===== config.mk =====
export PLATFORM = sky130hd
export DESIGN_NAME = uart_cmd_ctrl
export DESIGN_NICKNAME = d
export VERILOG_FILES = /design/src/rtl/uart_cmd_ctrl_pkg.sv /design/src/rtl/uart_cmd_ctrl_timeout.sv /design/src/rtl/uart_cmd_ctrl.sv
export SDC_FILE = /design/constraint.sdc
export NUM_CORES = 1
export LEC_CHECK = 0
export BUFFER_PORTS_ARGS = -buffer_cell sky130_fd_sc_hd__buf_4
export CORE_UTILIZATION = 48
export CTS_BUF_LIST = sky130_fd_sc_hd__clkbuf_4
export CTS_CLUSTER_SIZE = 10
export DETAILED_ROUTE_END_ITERATION = 10
export PLACE_DENSITY = 0.75
export SKIP_CTS_REPAIR_TIMING = 1
export SYNTH_ARGS = -nofsm -noshare
export SYNTH_HDL_FRONTEND = slang
export SYNTH_HIERARCHICAL = 1
export SYNTH_SLANG_ARGS = --single-unit

===== constraint.sdc =====
create_clock -name clk -period 3 [get_ports clk]
set_clock_uncertainty 0.1 [all_clocks]
set_input_delay 0.75 -clock clk [delete_from_list [all_inputs] [get_ports clk]]
set_output_delay 0.75 -clock clk [all_outputs]
set_load 0.01 [all_outputs]

===== src/rtl/uart_cmd_ctrl_pkg.sv =====
// Shared definitions for the UART command sequencer.
// Holds the FSM state encoding, register address map, default header
// byte and the modulation-index clamp helper.
package uart_cmd_ctrl_pkg;

  typedef enum logic [2:0] {
    ST_IDLE   = 3'd0,
    ST_ADDR   = 3'd1,
    ST_DATA_H = 3'd2,
    ST_DATA_L = 3'd3,
    ST_CHK    = 3'd4,
    ST_COMMIT = 3'd5
  } cmdState_t;

  localparam logic [7:0] ADDR_FREQ      = 8'h00;
  localparam logic [7:0] ADDR_MOD       = 8'h01;
  localparam logic [7:0] ADDR_DT        = 8'h02;
  localparam logic [7:0] ADDR_CTRL      = 8'h03;
  localparam logic [7:0] HEADER_DEFAULT = 8'hAA;

  // Unsigned upper clamp.
  function automatic logic [15:0] clampMod(input logic [15:0] value,
                                           input logic [15:0] maxValue);
    return (value > maxValue) ? maxValue : value;
  endfunction

endpackage


===== src/rtl/uart_cmd_ctrl_timeout.sv =====
// Inter-byte timeout for the command sequencer.
// Down-counter loaded with TIMEOUT_CYCLES-1 on clear; decrements while run
// is high and pulses expired in the cycle it sits at zero.
// Ports:
//   clk     in  system clock
//   rst     in  synchronous active-high reset
//   clear   in  reload the counter (byte seen or sequencer idle)
//   run     in  count this cycle (sequencer inside a packet)
//   expired out one-cycle pulse when the allowed gap is used up
module uart_cmd_ctrl_timeout #(
  parameter int unsigned TIMEOUT_CYCLES = 1000000
) (
  input  logic clk,
  input  logic rst,
  input  logic clear,
  input  logic run,
  output logic expired
);

  localparam int W = $clog2(TIMEOUT_CYCLES);
  localparam logic [W-1:0] LOAD = W'(TIMEOUT_CYCLES - 1);

  logic [W-1:0] count;

  // Loaded value represents "zero cycles elapsed"; reaching zero means
  // TIMEOUT_CYCLES-1 cycles have gone by since the last clear.
  always_ff @(posedge clk) begin
    if (rst || clear) begin
      count <= LOAD;
    end else if (run && (count != '0)) begin
      count <= count - 1'b1;
    end
  end

  // A clear in the same cycle masks expiry, so a late byte always wins.
  assign expired = run & ~clear & (count == '0);

endmodule


===== src/rtl/uart_cmd_ctrl.sv =====
// UART command sequencer between the byte receiver and the SPWM generator.
// Parses [HEADER, ADDR, DATA_H, DATA_L, CHK] packets, writes validated
// values into the SPWM configuration registers and counts rejected packets.
// Ports:
//   clk, rst          clock, synchronous active-high reset
//   rx_data, rx_done  received byte and level done flag from the receiver
//   freq_word         reference frequency word (addr 0x00)
//   mod_index         modulation index clamped to MOD_MAX (addr 0x01)
//   dead_time         dead-time cycles (addr 0x02)
//   pwm_enable        output enable (addr 0x03, bit0)
//   cfg_update        one-cycle pulse on each register write
//   err_count         saturating rejected-packet count
//   busy              sequencer is inside a packet or committing
module uart_cmd_ctrl
  import uart_cmd_ctrl_pkg::*;
#(
  parameter logic [7:0]  HEADER         = HEADER_DEFAULT,
  parameter int unsigned TIMEOUT_CYCLES = 1000000,
  parameter logic [15:0] MOD_MAX        = 16'd1000,
  parameter logic [15:0] FREQ_RST       = 16'd60,
  parameter logic [7:0]  DT_RST         = 8'd10
) (
  input  logic        clk,
  input  logic        rst,
  input  logic [7:0]  rx_data,
  input  logic        rx_done,
  output logic [15:0] freq_word,
  output logic [15:0] mod_index,
  output logic [7:0]  dead_time,
  output logic        pwm_enable,
  output logic        cfg_update,
  output logic [7:0]  err_count,
  output logic        busy
);

  cmdState_t  state, nextState;
  logic       rxDoneQ;
  logic       byteStb;
  logic       errInc;
  logic       expired;
  logic       chkOk;
  logic [7:0] addrQ, dhQ, dlQ;

  // rxDoneQ resets high so a done flag held across reset is not a new byte.
  always_ff @(posedge clk) begin
    if (rst) rxDoneQ <= 1'b1;
    else     rxDoneQ <= rx_done;
  end

  assign byteStb = rx_done & ~rxDoneQ;
  assign chkOk   = (rx_data == (addrQ ^ dhQ ^ dlQ)) && (addrQ <= ADDR_CTRL);

  uart_cmd_ctrl_timeout #(.TIMEOUT_CYCLES(TIMEOUT_CYCLES)) uTimeout (
    .clk     (clk),
    .rst     (rst),
    .clear   (byteStb | (state == ST_IDLE)),
    .run     ((state == ST_ADDR) | (state == ST_DATA_H) |
              (state == ST_DATA_L) | (state == ST_CHK)),
    .expired (expired)
  );

  always_ff @(posedge clk) begin
    if (rst) state <= ST_IDLE;
    else     state <= nextState;
  end

  always_comb begin
    nextState = state;
    errInc    = 1'b0;
    case (state)
      ST_IDLE: begin
        if (byteStb && (rx_data == HEADER)) nextState = ST_ADDR;
      end
      ST_ADDR, ST_DATA_H, ST_DATA_L: begin
        if (byteStb) begin
          nextState = cmdState_t'(state + 3'd1);
        end else if (expired) begin
          nextState = ST_IDLE;
          errInc    = 1'b1;
        end
      end
      ST_CHK: begin
        if (byteStb) begin
          if (chkOk) begin
            nextState = ST_COMMIT;
          end else begin
            nextState = ST_IDLE;
            errInc    = 1'b1;
          end
        end else if (expired) begin
          nextState = ST_IDLE;
          errInc    = 1'b1;
        end
      end
      ST_COMMIT: nextState = ST_IDLE;
      default:   nextState = ST_IDLE;
    endcase
  end

  always_ff @(posedge clk) begin
    if (rst) begin
      addrQ <= '0;
      dhQ   <= '0;
      dlQ   <= '0;
    end else if (byteStb) begin
      if (state == ST_ADDR)   addrQ <= rx_data;
      if (state == ST_DATA_H) dhQ   <= rx_data;
      if (state == ST_DATA_L) dlQ   <= rx_data;
    end
  end

  always_ff @(posedge clk) begin
    if (rst) begin
      freq_word  <= FREQ_RST;
      mod_index  <= '0;
      dead_time  <= DT_RST;
      pwm_enable <= 1'b0;
    end else if (state == ST_COMMIT) begin
      case (addrQ)
        ADDR_FREQ: freq_word  <= {dhQ, dlQ};
        ADDR_MOD:  mod_index  <= clampMod({dhQ, dlQ}, MOD_MAX);
        ADDR_DT:   dead_time  <= dlQ;
        ADDR_CTRL: pwm_enable <= dlQ[0];
        default:   ;
      endcase
    end
  end

  always_ff @(posedge clk) begin
    if (rst)                              err_count <= '0;
    else if (errInc && (err_count != 8'hFF)) err_count <= err_count + 8'd1;
  end

  assign cfg_update = (state == ST_COMMIT);
  assign busy       = (state != ST_IDLE);

endmodule

[Word-level counts from Yosys, hierarchy flattened]
Cells that the tools add are included.
Word-level totals
  logic and storage cells: 69
  bits in read-only memories: 0
  input port bits: 11
  memories kept: 0
  bits in latches: 0
  output and inout bits: 51
  register bits after elaboration: 97
  memory bits (writable): 0
Cells by class
  reduce and logical (&&, ||, !) cells: 18
  multiply operators: 0
  bitwise gates (word level): 11
  add/sub/neg operators: 3
  equal/unequal tests: 12
  $lt $le $gt $ge: 2
  muxes and demuxes: 12
  divide/modulo/power cells: 0
  shift operators: 0
Operators with widths (count)
  $logic_not 20->1: 1
  $reduce_bool 20->1: 1
  $sub 20x1->20 const B: 1
  $eq 8x2->1 const B: 2
  $gt 16x10->1 const B: 1
  $mux 16: 1
  $xor 8x8->8: 2
  $mux 3: 5
  $reduce_and 2->1: 7
  $pmux 3 s3: 1
  $add 8x1->8 const B: 1
  $eq 8x1->1 const B: 1
  $eq 8x8->1: 1
  $eq 8x8->1 const B: 1
  $le 8x2->1 const B: 1
  $logic_not 8->1: 1
  $ne 8x8->1 const B: 1
  $eq 3x2->1 const B: 2
  $eq 3x3->1 const B: 2
  $logic_and 1x1->1: 4
  $mux 1: 4
  $or 1x1->1: 4
  $add 3x1->3 const B: 1
  $and 1x1->1: 3
  8 further kinds: 9

[Depth between registers and ports, before layout]
  depth after elaboration: 10
  mapped depth: 10
  depth with buffers taken out: 10

[Cells and area by module]
Netlist, hierarchy kept.
Modules (own cells, without submodules)
  uart_cmd_ctrl: times used 1, cells an instance 406, sequential area each 1541.5 um^2, area an instance 3463.3 um^2
  uart_cmd_ctrl_timeout: times used 1, cells an instance 132, sequential area each 400.4 um^2, area an instance 1166.1 um^2

[Worst setup path before layout]
No wires, ideal clock.
  path type: register to register
  start point: register uTimeout.count[2]
  end point: register err_count[3]
  cell stages (with the launch flop): 9
  clock period less this slack: 2.712 ns
  path slack: 0.288 ns
  data arrival time: 2.491 ns
  buffers on the path: 2
  library setup time: 0.121 ns
  required time: 2.779 ns
  cells stage by stage: dfxtp_1 > nor4_4 > and4_1 > buf_2 > buf_6 > and4b_1 > nand3_1 > a2111oi_0 > mux2_2
On the way
  word-level cells in the longest chain between the ends: 6
  elaborated cells between the ends (all ways): 7
  those cells by class: 4 x mux; 1 x bitwise; 2 x reduce/logical
RTL lines
  start: declaration: RTL line uart_cmd_ctrl_timeout.sv:23  | logic [W-1:0] count;
  start signal: assignment: RTL line uart_cmd_ctrl_timeout.sv:31  | count <= count - 1'b1;
  $logic_not 20->1 *: RTL line uart_cmd_ctrl_timeout.sv:36  | assign expired = run & ~clear & (count == '0);
  $and 1x1->1 *: RTL line uart_cmd_ctrl_timeout.sv:36
  named net expired: RTL line uart_cmd_ctrl.sv:40  | logic expired;
  $mux 1 *: RTL line uart_cmd_ctrl.sv:77, uart_cmd_ctrl.sv:90
  $mux 1 (on tied branches): RTL line uart_cmd_ctrl.sv:83, uart_cmd_ctrl.sv:75
  $pmux 1 s2 *: RTL line uart_cmd_ctrl.sv:70  | case (state)
  $logic_and 1x1->1 *: RTL line uart_cmd_ctrl.sv:131  | else if (errInc && (err_count != 8'hFF)) err_count <= err_count + 8'd1;
  end signal: assignment: RTL line uart_cmd_ctrl.sv:131
  end: declaration: RTL line uart_cmd_ctrl.sv:32  | output logic [7:0] err_count,
Mark *: on every way through the listed nets, which the timed path passes. The rest lies on a longest branch.
A chain may end at the register's enable or synchronous reset.

[Worst setup path after layout]
  start point: register state[0]
  end point: register err_count[7]
On the way
  word-level cells in the longest chain between the ends: 10
  elaborated cells between the ends (all ways): 18
  those cells by class: 4 x eq/ne; 4 x mux; 7 x bitwise; 3 x reduce/logical
RTL lines
  start: declaration: RTL line uart_cmd_ctrl.sv:36  | cmdState_t state, nextState;
  start signal: assignment: RTL line uart_cmd_ctrl.sv:64  | else state <= nextState;
  $eq 3x1->1 / $eq 3x2->1 (equally long branches): RTL line uart_cmd_ctrl.sv:57  | .run ((state == ST_ADDR) | (state == ST_DATA_H) |
  $or 1x1->1 (2 in a row): RTL line uart_cmd_ctrl.sv:57
  $or 1x1->1: RTL line uart_cmd_ctrl.sv:58  | (state == ST_DATA_L) | (state == ST_CHK)),
  $and 1x1->1 * (2 in a row): RTL line uart_cmd_ctrl_timeout.sv:36
  named net expired: RTL line uart_cmd_ctrl.sv:40
  $mux 1 *: RTL line uart_cmd_ctrl.sv:77, uart_cmd_ctrl.sv:90
  $mux 1 (on tied branches): RTL line uart_cmd_ctrl.sv:83, uart_cmd_ctrl.sv:75
  $pmux 1 s2 *: RTL line uart_cmd_ctrl.sv:70
  $logic_and 1x1->1 *: RTL line uart_cmd_ctrl.sv:131
Marked as above.

==> flow_summary.ini <==
[outcome]
outcome = finished clean

[cts]
cts_tree = done
path_clk_slew_ns = 0.17
clockRootBuffer = clkbuf_4
cts_buffers = 9
htreeDepth = 3
clock_path_buffers = 2
cts.sinks = 97
clk_latency_ns = 0.46

[finish]
layout_commonest_cell = dfxtp_1
fin_util = 0.5803
final_nets = 618
final_layout_size_suffix_gt1_frac = 0.1970
mostFrequentLayoutCells = dfxtp_1, buf_4, nand2_1, nor2_1, a21oi_1
diodes = 0
fin_cells = 733
area_growth_pct = 16.38

[power]
leakage_uw = 0.001978
swShare = 0.2589
comb_power_share = 0.032
p_sw_uw = 524.3
internal-power_uw = 1501
ir_drop_mv = 0.2326
p_seq_frac = 0.637
finalPower_uw = 2025
p_clk_frac = 0.331
powerDensity_nw_per_um2 = 375.9

[die]
start_util = 0.4987
rows = 35
die-height_um = 100.2
fp.dieW_um = 100.2
core_um2 = 9284
die-area_um2 = 10040
ios = 62

[critical_path]
crit_path_start_kind = flop
critPathArrivalTime_ns = 3.11
r2r_cells = 9
r2r_slack_ns = 0.15
worstSetupPathType = reg -> reg
critPathMaxFanout = 9
worstSetupStartpoint = state[0]
endpoint = err_count[7]
r2r-end = err_count[7]
critPathCaptureType = flop
rr_startpoint = state[0]
required_ns = 3.25

[drt]
vias = 3980
post-route-drc-count = 0
post_drt_wl_per_cell_um = 14.39
drt_pass1_iterations = 5
totalWireLength_mm = 10.55
antenna_left = 0
drt_iter0_drc = 177
vias_per_cell = 5.430

[logic_synthesis]
synth_cell_type_count = 58
yosys_warnings = 6
synth-main-ff-cell = dfxtp_1
synthesis.area_um2 = 4629
async_flop_share = 0
synth_fp_nets = 557
synth_area_per_cell_um2 = 8.605
syn_inst = 538
synth_edf_count = 0
ys_seq_area_frac = 0.4195
synth_seq_cells = 97

[hold_path]
hp-class = reg -> reg
hold_depth = 2

[placement]
dp_hpwl_mm = 7.403
place.port_buffers = 61
routabilityCongestion = 0.8319
dpl.cell_count = 717

[sta]
slew_headroom = 0.6114
whs_ns = 0.3604
fmax_mhz = 350.3
final-hold-violation-count = 0
setup_violations = 0
slew_viol_final = 0
tns_ns = 0
rsz0062_at_grt = no
tightest_slew_ns = 0.5828
fin_crit_sh = 0.9516
min_period_ns = 2.855

[grt]
grt_pass1_vias = 3601
grt_max_degree = 60
grt_pass1_wl_mm = 17.83
grt_overflow = 0
grt_usage = 0.2209
antenna_found_initial = 0

[run]
max_cap_violations = 0
worst min path at each step:
| stage | start | end | slack [ns] |
|---|---|---|---|
| floorplan | uTimeout/count[7] | uTimeout/count[7] | 0.34 |
| global placement | freq_word[15] | freq_word[15] | 0.34 |
| detailed placement | freq_word[6] | freq_word[6] | 0.35 |
| CTS | freq_word[13] | freq_word[13] | 0.37 |
| global route | freq_word[13] | freq_word[13] | 0.37 |
| finish | freq_word[8] | freq_word[8] | 0.36 |
metal layers:
layer  track usage  up-vias  part of all wire
li1              -     1990                 -
met1        0.3101     1887              0.47
met2        0.3430       87              0.47
met3       0.03482       16             0.044
met4       0.08027        0             0.017
met5             0        -                 0
through the flow:
stage | instance area, um2 | setup WS, ns
after floorplan | 4629 | 0.2880
after global placement | 5248 | 0.2773
after detailed placement | 5248 | 0.07653
after CTS | 5380 | 0.08264
after global routing | 5388 | 0.0001559
final | 5388 | 0.1451
critical path, cell delays in order, from the launching register on:
cell and delay (ns):
dfxtp_1 0.43, inv_1 0.09, ha_1 0.29, nor2b_1 0.17, inv_1 0.11, nand2_1 0.19
and4b_2 0.37, nand3_1 0.19, a2111oi_1 0.45, mux2_2 0.38
power by group through the flow:
| stage | combinational [uW] | sequential (uW) | clock [uW] |
|---|---|---|---|
| after floorplan | 34.4 | 1320 | 0 |
| after global placement | 63.1 | 1320 | 0 |
| after detailed placement | 64.2 | 1320 | 0 |
| after CTS | 64.4 | 1290 | 684 |
| after global routing | 70.3 | 1290 | 742 |
| final | 64.7 | 1290 | 671 |
cell type report:
type | count | area [um2]
multi-input cells | 400 | 2517
inverters | 13 | 48.80
well taps | 129 | 161.4
repair buffers | 78 | 585.6
fillers | 867 | 3896
clock inverters | 7 | 65.06
flip-flops and latches | 97 | 1942
clock buffers | 9 | 67.56
flip-flops by register name, indices dropped and copies added (netlist names):
signal          count
freq_word          16
mod_index          16
rxDoneQ             1
uTimeout/count     20
dead_time           8
dlQ                 8
err_count           8
addrQ               8
dhQ                 8
state               3
pwm_enable          1
synth_stat cells, drive strengths merged (2+ instances only):
master / n / area share
dfxtp: 97 / 0.42
nand2: 76 / 0.062
nor2: 66 / 0.054
a21oi: 43 / 0.046
mux2i: 30 / 0.065
nand3: 25 / 0.028
clkbuf: 19 / 0.015
a211oi: 14 / 0.023
and2: 14 / 0.019
xnor2: 14 / 0.026
inv: 13 / 0.011
or3: 10 / 0.014
xor2: 10 / 0.019
buf: 9 / 0.012
nor2b: 9 / 0.014
ha: 8 / 0.022
a2111oi: 7 / 0.015
nand4: 7 / 0.014
mux2: 6 / 0.015
o21ai: 6 / 0.0065
nand3b: 5 / 0.0081
nor3: 5 / 0.0065
nor4: 5 / 0.013
a22oi: 4 / 0.0065
or4: 4 / 0.0065
and3: 3 / 0.0043
nand2b: 3 / 0.0041
nor3b: 3 / 0.0059
a2111o: 2 / 0.0049
a211o: 2 / 0.0043
nor4bb: 2 / 0.0043
o2111ai: 2 / 0.0038
o31ai: 2 / 0.0062
or2: 2 / 0.0027
or4b: 2 / 0.0043
logic make-up (layout without fill, tap and decap cells):
family,after synthesis,in the layout,synth area share
XOR/XNOR,24,24,0.04541
AO/OA/AOI/OAI,86,86,0.1232
multiplexers,36,36,0.07946
adder cells (fa/ha/maj),8,8,0.02162
flip-flops,97,97,0.4195
AND/OR/NAND/NOR,246,246,0.2724
buffers and inverters,41,107,0.03838
Power figures use the tool's default switching activity.
